<file path="config.mk">
export PLATFORM = sky130hd
export DESIGN_NAME = game_sequencer
export DESIGN_NICKNAME = d
export VERILOG_FILES = /design/src/rtl/game_sequencer.sv
export SDC_FILE = /design/constraint.sdc
export NUM_CORES = 1
export LEC_CHECK = 0
export CORE_MARGIN = 2
export CORE_UTILIZATION = 52
export CTS_BUF_LIST = sky130_fd_sc_hd__clkbuf_8 sky130_fd_sc_hd__clkbuf_16
export CTS_CLUSTER_SIZE = 24
export DETAILED_ROUTE_END_ITERATION = 7
export GPL_ROUTABILITY_DRIVEN = 1
export PLACE_DENSITY_LB_ADDON = 0.25
export SLEW_MARGIN = 20
export SYNTH_ARGS = -nofsm -noshare
export SYNTH_HDL_FRONTEND = slang
export SYNTH_SLANG_ARGS = --single-unit
</file>
<file path="constraint.sdc">
create_clock -name clk -period 3 [get_ports clk]
set_input_delay 0.75 -clock clk [delete_from_list [all_inputs] [get_ports clk]]
set_output_delay 0.75 -clock clk [all_outputs]
set_load 0.01 [all_outputs]
</file>
<file path="src/rtl/game_sequencer.sv">
// rtl/game_sequencer.sv - SkyHop game controller: button conditioning and game state machine
module game_sequencer #(
    parameter int DEBOUNCE_MS     = 5,
    parameter int JUMP_TIMEOUT_MS = 2000,
    parameter int END_HOLD_MS     = 1000
) (
    input  logic clk,
    input  logic rst,
    input  logic one_ms_tick,
    input  logic btnU,
    input  logic btnL,
    input  logic btnR,
    input  logic jump_fail,
    input  logic time_elapsed,
    input  logic character_landed,
    output logic start_screen_en,
    output logic blocks_en,
    output logic time_bar_en,
    output logic character_en,
    output logic points_en,
    output logic end_screen_en,
    output logic bg_color_select,
    output logic jump_left,
    output logic jump_right,
    output logic timer_start,
    output logic led
);

    localparam int DB_W = (DEBOUNCE_MS > 1) ? $clog2(DEBOUNCE_MS) : 1;

    typedef enum logic [1:0] {ST_START, ST_PLAY, ST_JUMP, ST_END} state_t;

    // Bit 0 = btnU, bit 1 = btnL, bit 2 = btnR throughout the button path
    logic [2:0] btn_raw;
    logic [2:0] sync_1;
    logic [2:0] sync_2;
    logic [2:0] deb;
    logic [2:0] deb_prev;
    logic [2:0] press;

    assign btn_raw = {btnR, btnL, btnU};

    // Two-flop synchronizer for the asynchronous buttons
    always_ff @(posedge clk) begin
        if (rst) begin
            sync_1 <= '0;
            sync_2 <= '0;
        end else begin
            sync_1 <= btn_raw;
            sync_2 <= sync_1;
        end
    end

    for (genvar i = 0; i < 3; i++) begin : g_btn
        if (DEBOUNCE_MS == 0) begin : g_bypass
            assign deb[i] = sync_2[i];
        end else begin : g_debounce
            logic            deb_r;
            logic [DB_W-1:0] cnt;

            // Accept a new level only after DEBOUNCE_MS consecutive ticks of disagreement
            always_ff @(posedge clk) begin
                if (rst) begin
                    deb_r <= 1'b0;
                    cnt   <= '0;
                end else if (sync_2[i] == deb_r) begin
                    cnt <= '0;
                end else if (one_ms_tick) begin
                    if (cnt == DB_W'(DEBOUNCE_MS - 1)) begin
                        deb_r <= sync_2[i];
                        cnt   <= '0;
                    end else begin
                        cnt <= cnt + DB_W'(1);
                    end
                end
            end

            assign deb[i] = deb_r;
        end
    end

    // Registered rising-edge detect: one-cycle press pulse after the debounced level rises
    always_ff @(posedge clk) begin
        if (rst) begin
            deb_prev <= '0;
            press    <= '0;
        end else begin
            deb_prev <= deb;
            press    <= deb & ~deb_prev;
        end
    end

    state_t      state;
    state_t      state_nxt;
    logic [15:0] ms_cnt;
    logic [15:0] ms_inc;
    logic        timer_start_nxt;
    logic        jump_left_nxt;
    logic        jump_right_nxt;

    // Next-state and pulse decode; unconsumed presses simply fall away
    always_comb begin
        ms_inc          = (one_ms_tick && ms_cnt != 16'hFFFF) ? ms_cnt + 16'd1 : ms_cnt;
        state_nxt       = state;
        timer_start_nxt = 1'b0;
        jump_left_nxt   = 1'b0;
        jump_right_nxt  = 1'b0;
        case (state)
            ST_START: begin
                if (press[0]) begin
                    state_nxt       = ST_PLAY;
                    timer_start_nxt = 1'b1;
                end
            end
            ST_PLAY: begin
                if (time_elapsed) begin
                    state_nxt = ST_END;
                end else if (press[1] && !press[2]) begin
                    state_nxt     = ST_JUMP;
                    jump_left_nxt = 1'b1;
                end else if (press[2] && !press[1]) begin
                    state_nxt      = ST_JUMP;
                    jump_right_nxt = 1'b1;
                end
            end
            ST_JUMP: begin
                if (jump_fail) begin
                    state_nxt = ST_END;
                end else if (character_landed) begin
                    state_nxt       = ST_PLAY;
                    timer_start_nxt = 1'b1;
                end else if (ms_inc >= 16'(JUMP_TIMEOUT_MS)) begin
                    state_nxt = ST_END;
                end
            end
            ST_END: begin
                if (press[0] && ms_cnt >= 16'(END_HOLD_MS)) begin
                    state_nxt = ST_START;
                end
            end
            default: state_nxt = ST_START;
        endcase
    end

    // State, per-state ms counter and command pulses
    always_ff @(posedge clk) begin
        if (rst) begin
            state       <= ST_START;
            ms_cnt      <= '0;
            timer_start <= 1'b0;
            jump_left   <= 1'b0;
            jump_right  <= 1'b0;
        end else begin
            state       <= state_nxt;
            ms_cnt      <= (state_nxt != state) ? 16'd0 : ms_inc;
            timer_start <= timer_start_nxt;
            jump_left   <= jump_left_nxt;
            jump_right  <= jump_right_nxt;
        end
    end

    // Layer enables registered from the next state so they line up with the state register
    always_ff @(posedge clk) begin
        if (rst) begin
            start_screen_en <= 1'b1;
            blocks_en       <= 1'b0;
            time_bar_en     <= 1'b0;
            character_en    <= 1'b0;
            points_en       <= 1'b0;
            end_screen_en   <= 1'b0;
            bg_color_select <= 1'b0;
            led             <= 1'b0;
        end else begin
            start_screen_en <= (state_nxt == ST_START);
            blocks_en       <= (state_nxt == ST_PLAY) || (state_nxt == ST_JUMP);
            time_bar_en     <= (state_nxt == ST_PLAY) || (state_nxt == ST_JUMP);
            character_en    <= (state_nxt == ST_PLAY) || (state_nxt == ST_JUMP);
            points_en       <= (state_nxt != ST_START);
            end_screen_en   <= (state_nxt == ST_END);
            bg_color_select <= (state_nxt == ST_PLAY) || (state_nxt == ST_JUMP);
            led             <= (state_nxt == ST_JUMP);
        end
    end

endmodule
</file>
# Yosys cells after proc, flatten, opt, wreduce, memory -nomap -nowiden
# Index checks and enable logic that the tools add are counted.
# totals
reg_bits,50
latch_bits,0
mem_bits_rw,0
romBits,0
elab_cells,84
n_memories,0
# classes
add_sub_neg,4
multipliers,0
n_div,0
n_lt_le_gt_ge,2
n_eq_ne,14
shifts,0
n_mux,19
n_bitwise,6
reduce_logical,19
# ops
operator,n
$add A16 B1 Y16 const B,1
$ge A16 B10 Y1 const B,1
$ge A16 B11 Y1 const B,1
$mux W16,1
$mux W2,8
$ne A16 B16 Y1 const B,1
$add A3 B1 Y3 const B,3
$eq A3 B3 Y1 const B,3
$mux W3,3
$reduce_and A3 Y1,3
$eq A2 B2 Y1 const B,4
$pmux W2 S4,1
$reduce_or A2 Y1,4
$mux W1,5
$eq A2 B1 Y1 const B,2
$logic_and A1 B1 Y1,4
$logic_not A2 Y1,2
$not A1 Y1,4
$reduce_or A4 Y1,1
$and A3 B3 Y3,1
$eq A1 B1 Y1,3
$not A3 Y3,1
$reduce_or A3 Y1,1
$logic_not A1 Y1,2
4 further kinds,4

# Longest topological paths before layout
# Gate-level depths: netlist (run 1).
# depth
word_depth,10
ltp_mapped,9
mapped_depth_nobuf,9

# Worst setup path after synthesis (run 1)
# OpenSTA, ideal clock, no wires.
# synth_path
kind,in2reg
startpoint,input port one_ms_tick
endpoint,register bg_color_select
setup_ps,114
arrival_ps,2772
setup_slack_ps,114
cell_stages,8
path_buffers,1
cell_sequence,clkbuf_8 -> nand4_4 -> or4_4 -> or3_1 -> a2111oi_0 -> a31o_2 -> ha_1 -> nor2b_1
# synth_between
elab_chain_len,9
elab_cells_between_ends,10
# synth_rtl
element,line_no,rtl
from (decl),9,"input logic one_ms_tick,"
$logic_and A1 B1 Y1 *,103,ms_inc = (one_ms_tick && ms_cnt != 16'hFFFF) ? ms_cnt + 16'd1 : ms_cnt;
$mux W16 *,103,
$ge A16 B11 Y1 *,132,end else if (ms_inc >= 16'(JUMP_TIMEOUT_MS)) begin
$mux W2 *,132,
$mux W2 *,129,end else if (character_landed) begin
$mux W2 *,127,if (jump_fail) begin
$pmux W2 S4 *,108,case (state)
$eq A2 B1 Y1 / $eq A2 B2 Y1 (equally long branches),180,bg_color_select <= (state_nxt == ST_PLAY) || (state_nxt == ST_JUMP);
$logic_or A1 B1 Y1 *,180,
to (signal assigned),180,
to (decl),22,"output logic bg_color_select,"
# Mark *: on every way between the ends. The rest lies on a longest branch, timed or not.
# A chain may end at the register's enable or synchronous reset.

# Worst setup path in the final report (run 1)
# Ends and elaborated chain as after synthesis.

==> impl_metrics.yaml, run 1 <==
outcome:
  status: "finished clean"
routing:
  via_per_inst: 5.40
  first_pass_iters: 4
  routed_wirelength_mm: 4.81
  drt_iter0_markers: 108
  wl_per_cell_um: 12.4
  drc: 0
  vias: 2089
  ant_nets: 0
clock_network:
  clkTransAtPathRegs_ns: 0.10
  htreeDepth: 2
  clk_latency_ns: 0.32
  root_buffer: "clkbuf_8"
  cts_tree: "done"
  cts_buffer_depth: 2
  cts_buffers: 5
  holdBufCountCts: 0
  clock_sinks: 50
  post_cts_buffers: 0
  cts_resized: 3
min_path:
  min_path_type: "reg2reg"
floorplanning:
  start_util: 0.546
  die_y_um: 74.9
  coreArea_mm2: 0.00479
  design.die.area_mm2: 0.00561
  row_count: 25
  io-pin-count: 20
  dieWidth_um: 74.9
global_routing:
  track_usage: 0.193
  overflow: 0
  first_global_vias: 1961
  antenna_found_initial: 0
  grt_pass1_wl_mm: 8.37
  grt_max_degree: 26
yosys:
  syn_nets: 315
  synthFlopType: "dfxtp_1"
  ys_seq_elements: 50
  synth_top_area_frac: 0.383
  syn-mean-instance-area_um2: 8.86
  synthCells: 295
  yosysUniqueCellTypes: 51
  async_flop_share: 0
  netlist_top_cells_count: "50 x dfxtp_1, 30 x nor2_1, 18 x nand2_1"
  synth_area_mm2: 0.00261
  yosysMostFrequentCell: "dfxtp_1"
  ys_seq_area_frac: 0.383
  yosys-top-cells-area: "dfxtp_1 38%, ha_1 5.3%, nor2_1 4.3%"
  synth_edf_count: 0
  yosys.area.top_type: "dfxtp_1"
  yosysWarnings: 0
setup_path:
  cp_slowest_cell: "or4_4"
  crit_start: "one_ms_tick"
  cp_data_required_time_ns: 3.20
  critPathMaxStageDelay_ns: 0.54
  cp.arrival_ns: 3.01
  rr_endpoint: "ms_cnt[4]"
  rrSetupSlack_ns: 0.28
  crit_chain: "dlygate4sd2_1 > nand4_4 > or4_4 > or3_1 > a2111oi_1 > a31o_2 > ha_1 > nor2b_1"
  rr_worst_depth: 9
  worstPathMaxFanout: 4
  setup.worst_path.start_class: "primary input"
  endpoint_kind: "flop"
  crit_type: "in2reg"
  r2r-start: "ms_cnt[1]"
  crit_end: "bg_color_select"
power_and_ir_drop:
  power_mw: 1.15
  ir_worst_vdd_uv: 312
  leakagePower_nw: 1.10
  power.density_mw_per_mm2: 393
place:
  place_hpwl_mm: 3.45
  place_area_mm2: 0.00284
  post-place-cells: 379
  place_congestion: 0.864
  portBuffers: 19
timing:
  finalHoldViolations: 0
  fin_skew_ns: 0.00741
  worstMarginPinSlew_ns: 0.476
  period_needed_ns: 2.81
  slew_violations: 0
  setup_viol: 0
  rsz0062_at_grt: "false"
  min_period_over_period: 0.936
  slew_headroom: 0.680
  max_freq_ghz: 0.356
final_layout:
  finalNonFillerCells: 387
  syn_to_final_growth_pct: 12.6
  stdcell_area_mm2: 0.00294
  diodes: 0
  layout-drive-gt1-share: 0.134
  nFillCells: 435
  finalNetCount: 339
run:
  cap_violations: 0
power by group:
group	internal (mW)	switching, mW	leakage [nW]
combinational	0.0271	0.0284	0.641
clock	0.173	0.250	0.0502
sequential	0.670	0.00597	0.404
total	0.871	0.284	1.10
per-layer routing:
metal	global-route usage	wire length, um	vias to the layer above
met5	0	0	-
met4	0.0873	63	0
met3	0.0442	200	6
met2	0.314	2240	35
met1	0.243	2310	978
li1	-	-	1070
cell type report:
class | instances | area, um^2 | area share
clock buffers | 5 | 68.8 | 0.0234
repair buffers | 35 | 313 | 0.106
multi-input cells | 213 | 1390 | 0.474
clock inverters | 3 | 28.8 | 0.00978
flip-flops and latches | 50 | 1000 | 0.340
well taps | 67 | 83.8 | 0.0285
inverters | 14 | 52.6 | 0.0179
worst max-delay path: cells and delay by family:
family / cells / cell delay, ns
AO/OA/AOI/OAI: 2 / 0.61
buffers and inverters: 1 / 0.29
adder cells (fa/ha/maj): 1 / 0.24
AND/OR/NAND/NOR: 4 / 1.11
state kept, by name (all words and copies together), names as in the netlist, 2 cells and up:
signal,cells
deb_prev,3
g_btn.g_debounce.cnt,9
g_btn.g_debounce.deb_r,3
ms_cnt,16
press,3
state,2
sync_1,3
sync_2,3
logic make-up after synthesis:
| group | Yosys count | synth area share |
|---|---|---|
| XOR/XNOR | 13 | 0.0436 |
| multiplexers | 7 | 0.0273 |
| flip-flops | 50 | 0.383 |
| buffers and inverters | 32 | 0.0838 |
| adder cells (fa/ha/maj) | 11 | 0.0527 |
| AND/OR/NAND/NOR | 137 | 0.298 |
| AO/OA/AOI/OAI | 45 | 0.112 |
worst min-delay path by stage:
stage,start,endpoint,depth (start not counted)
finish,deb_prev[0],press[0],1
floorplan,deb_prev[0],press[0],1
global placement,deb_prev[1],press[1],1
CTS,deb_prev[0],press[0],1
detailed placement,deb_prev[1],press[1],1
global route,deb_prev[1],press[1],1
stage by stage:
step / hold slack, ns / worst slack (ns) / setup TNS [ns] / util
2_1_floorplan: 0.367 / 0.114 / 0 / -
3_3_place_gp: 0.372 / -0.427 / -5.73 / 0.593
3_5_place_dp: 0.379 / -0.415 / -5.86 / 0.593
4_1_cts: 0.397 / 0.205 / 0 / 0.615
5_1_grt: 0.409 / 0.0262 / 0 / 0.615
6_report: 0.392 / 0.192 / 0 / 0.615
cell usage in the layout, fill, tap and decap left out, types with 5 or more instances in the layout:
cell type and count:
xor2_1 5, buf_4 15, a21oi_1 14, inv_1 14
nand2b_1 10, nand3_1 15, nor4_1 7, o21ai_0 11
nor2b_1 16, clkbuf_8 5, nand4_1 9, mux2i_1 6
xnor2_1 8, nand2_1 18, dfxtp_1 50, ha_1 11
clkdlybuf4s50_1 18, nor2_1 30
(Power assumes the default switching activity.)
==> inputs of run 2 (changes only) <==
--- a/config.mk
+++ b/config.mk
@@ -6,7 +6,7 @@
 export NUM_CORES = 1
 export LEC_CHECK = 0
 export CORE_MARGIN = 2
-export CORE_UTILIZATION = 52
+export CORE_UTILIZATION = 50
 export CTS_BUF_LIST = sky130_fd_sc_hd__clkbuf_8 sky130_fd_sc_hd__clkbuf_16
 export CTS_CLUSTER_SIZE = 24
 export DETAILED_ROUTE_END_ITERATION = 7
==> run 2 against run 1 <==
  * Global-route usage fell by 1.7 points
  * Die area up 3.8%
  * Clock-buffer cell count unchanged
  * Combinational power is essentially flat
  * Non-clock buffer count increased by 4
  * Sequential cell count unchanged
  * Sequential share of layout area fell by 0.50 points
  * Via count shrank 0.43%
  * Highest routed layer unchanged
  * Clock skew barely moved
==> impl_metrics.yaml, run 2 (same netlist as run 1, synthesis figures left out) <==
power_and_ir_drop:
  leakagePower_nw: 1.11
  clkPwrFrac: 0.362
  ir_worst_vdd_uv: 268
  p_comb_frac: 0.048
  power_mw: 1.15
  p_int_mw: 0.871
  pwr-share-seq: 0.589
  swShare: 0.242
  power.density_mw_per_mm2: 385
  p_switching_mw: 0.277
final_layout:
  largest_register_ffs: 16
  layout-drive-gt1-share: 0.151
  regMostFlops: "ms_cnt"
  final_util: 0.588
  final_common_cell: "dfxtp_1"
  nFillCells: 469
  layout_common_cells: "50 x dfxtp_1, 30 x nor2_1, 19 x buf_4, 18 x nand2_1, 18 x clkdlybuf4s50_1"
  top_regs: "ms_cnt: 16 flops, g_btn.g_debounce.cnt: 9 flops"
  diodes: 0
  finalNetCount: 343
  syn_to_final_growth_pct: 14.3
setup_path:
  r2r-start: "ms_cnt[1]"
  endpoint_kind: "flop"
  rrSetupSlack_ns: 0.32
  cp.arrival_ns: 3.01
  setup.worst_path.start_class: "primary input"
  rr_worst_depth: 9
  cp_data_required_time_ns: 3.25
  crit_end: "ms_cnt[1]"
  rr_endpoint: "end_screen_en"
  worstPathMaxFanout: 7
  crit_start: "one_ms_tick"
  crit_type: "in2reg"
floorplanning:
  coreArea_mm2: 0.00507
  dieWidth_um: 76.3
  design.die.area_mm2: 0.00582
  die_y_um: 76.3
  row_count: 26
  start_util: 0.515
  io-pin-count: 20
place:
  place_hpwl_mm: 3.45
  portBuffers: 19
  place_congestion: 0.866
timing:
  rsz0062_at_grt: "false"
  period_needed_ns: 2.77
  slew_headroom: 0.677
  finalHoldViolations: 0
  slew_violations: 0
  setup_viol: 0
  fin_skew_ns: 0.00746
  min_period_over_period: 0.922
  max_freq_ghz: 0.362
  worstMarginPinSlew_ns: 0.484
routing:
  ant_nets: 0
  via_per_inst: 5.28
  first_pass_iters: 4
  drt_iter0_markers: 135
  drc: 0
  vias: 2080
  routed_wirelength_mm: 4.72
  wl_per_cell_um: 12.0
global_routing:
  grt_max_degree: 26
  first_global_vias: 1978
  overflow: 0
  track_usage: 0.176
  grt_pass1_wl_mm: 8.45
  antenna_found_initial: 0
outcome:
  status: "finished clean"
clock_network:
  clkTransAtPathRegs_ns: 0.10
  root_buffer: "clkbuf_8"
  clock_sinks: 50
  cts_buffer_depth: 2
  cts_buffers: 5
  htreeDepth: 2
  clk_latency_ns: 0.31
  cts_tree: "done"
run:
  cap_violations: 0
min_path:
  hold_path.startpoint: "deb_prev[1]"
  min_path_type: "reg2reg"
==> run 2: cell count changes in the layout (fill, tap and decap cells not counted) <==
cell / before / now
a2111oi_1: 1 / 0
clkinv_4: 2 / 0
inv_6: 0 / 1
buf_4: 15 / 19
nor4_1: 7 / 6
nor4_2: 0 / 1
clkinvlp_4: 0 / 1
a2111oi_2: 0 / 1
==> run 2: how the worst min path moves through the flow <==
stage | slack, ns | cells past startpoint | to
2_1_floorplan | 0.37 | 1 | press[0]
3_3_place_gp | 0.37 | 1 | press[1]
3_5_place_dp | 0.38 | 1 | press[1]
4_1_cts | 0.39 | 1 | press[1]
5_1_grt | 0.41 | 1 | press[1]
6_report | 0.39 | 1 | press[1]
==> run 2: per-stage QoR <==
| step | setup TNS (ns) | instances | setup WS [ns] | hold WS (ns) | cell area, um^2 |
|---|---|---|---|---|---|
| final | 0 | 394 | 0.234 | 0.392 | 2990 |
| after global routing | 0 | 394 | 0.0782 | 0.411 | 2990 |
| after CTS | 0 | 394 | 0.230 | 0.394 | 2990 |
| after detailed placement | -5.29 | 386 | -0.435 | 0.379 | 2870 |
| after global placement | -4.16 | 386 | -0.392 | 0.372 | 2870 |
| after floorplan | 0 | 295 | 0.114 | 0.367 | 2610 |
==> run 2: critical path: stages <==
cell           delay [ns]
dlygate4sd2_1        0.29
nand4_4              0.10
buf_4                0.17
nor4_1               0.33
mux2_2               0.41
nor4b_1              0.40
a31oi_2              0.15
buf_4                0.18
buf_4                0.14
a21oi_1              0.11
==> run 2: cell type report <==
cell class	instances	area, um^2	area share
clock buffer	5	68.8	0.0231
clock inverter	3	27.5	0.00922
inverter	14	52.6	0.0176
multi-input combinational	213	1410	0.471
sequential	50	1000	0.335
tap	70	87.6	0.0293
timing repair buffer	39	343	0.115
==> run 2: power groups by stage <==
| stage | combinational (mW) | sequential, mW | clock [mW] |
|---|---|---|---|
| 6_report | 0.0557 | 0.676 | 0.416 |
| 3_5_place_dp | 0.0561 | 0.692 | 0 |
| 4_1_cts | 0.0563 | 0.676 | 0.432 |
| 3_3_place_gp | 0.0545 | 0.692 | 0 |
| 5_1_grt | 0.0626 | 0.678 | 0.460 |
| 2_1_floorplan | 0.0374 | 0.691 | 0 |
==> run 2: routing by layer <==
metal	GRT usage	part of all wire	up-vias
met5	0	0	-
met4	0.0600	0.014	0
met3	0.0355	0.037	6
met2	0.301	0.46	35
met1	0.220	0.48	962
li1	-	-	1077
==> run 2: what timing repair did <==
item / in CTS / in global routing
hold buffers: 0 / 0
setup buffers: 0 / 0
gates resized for setup: 5 / 0
setup endpoints to repair: 5 / 0
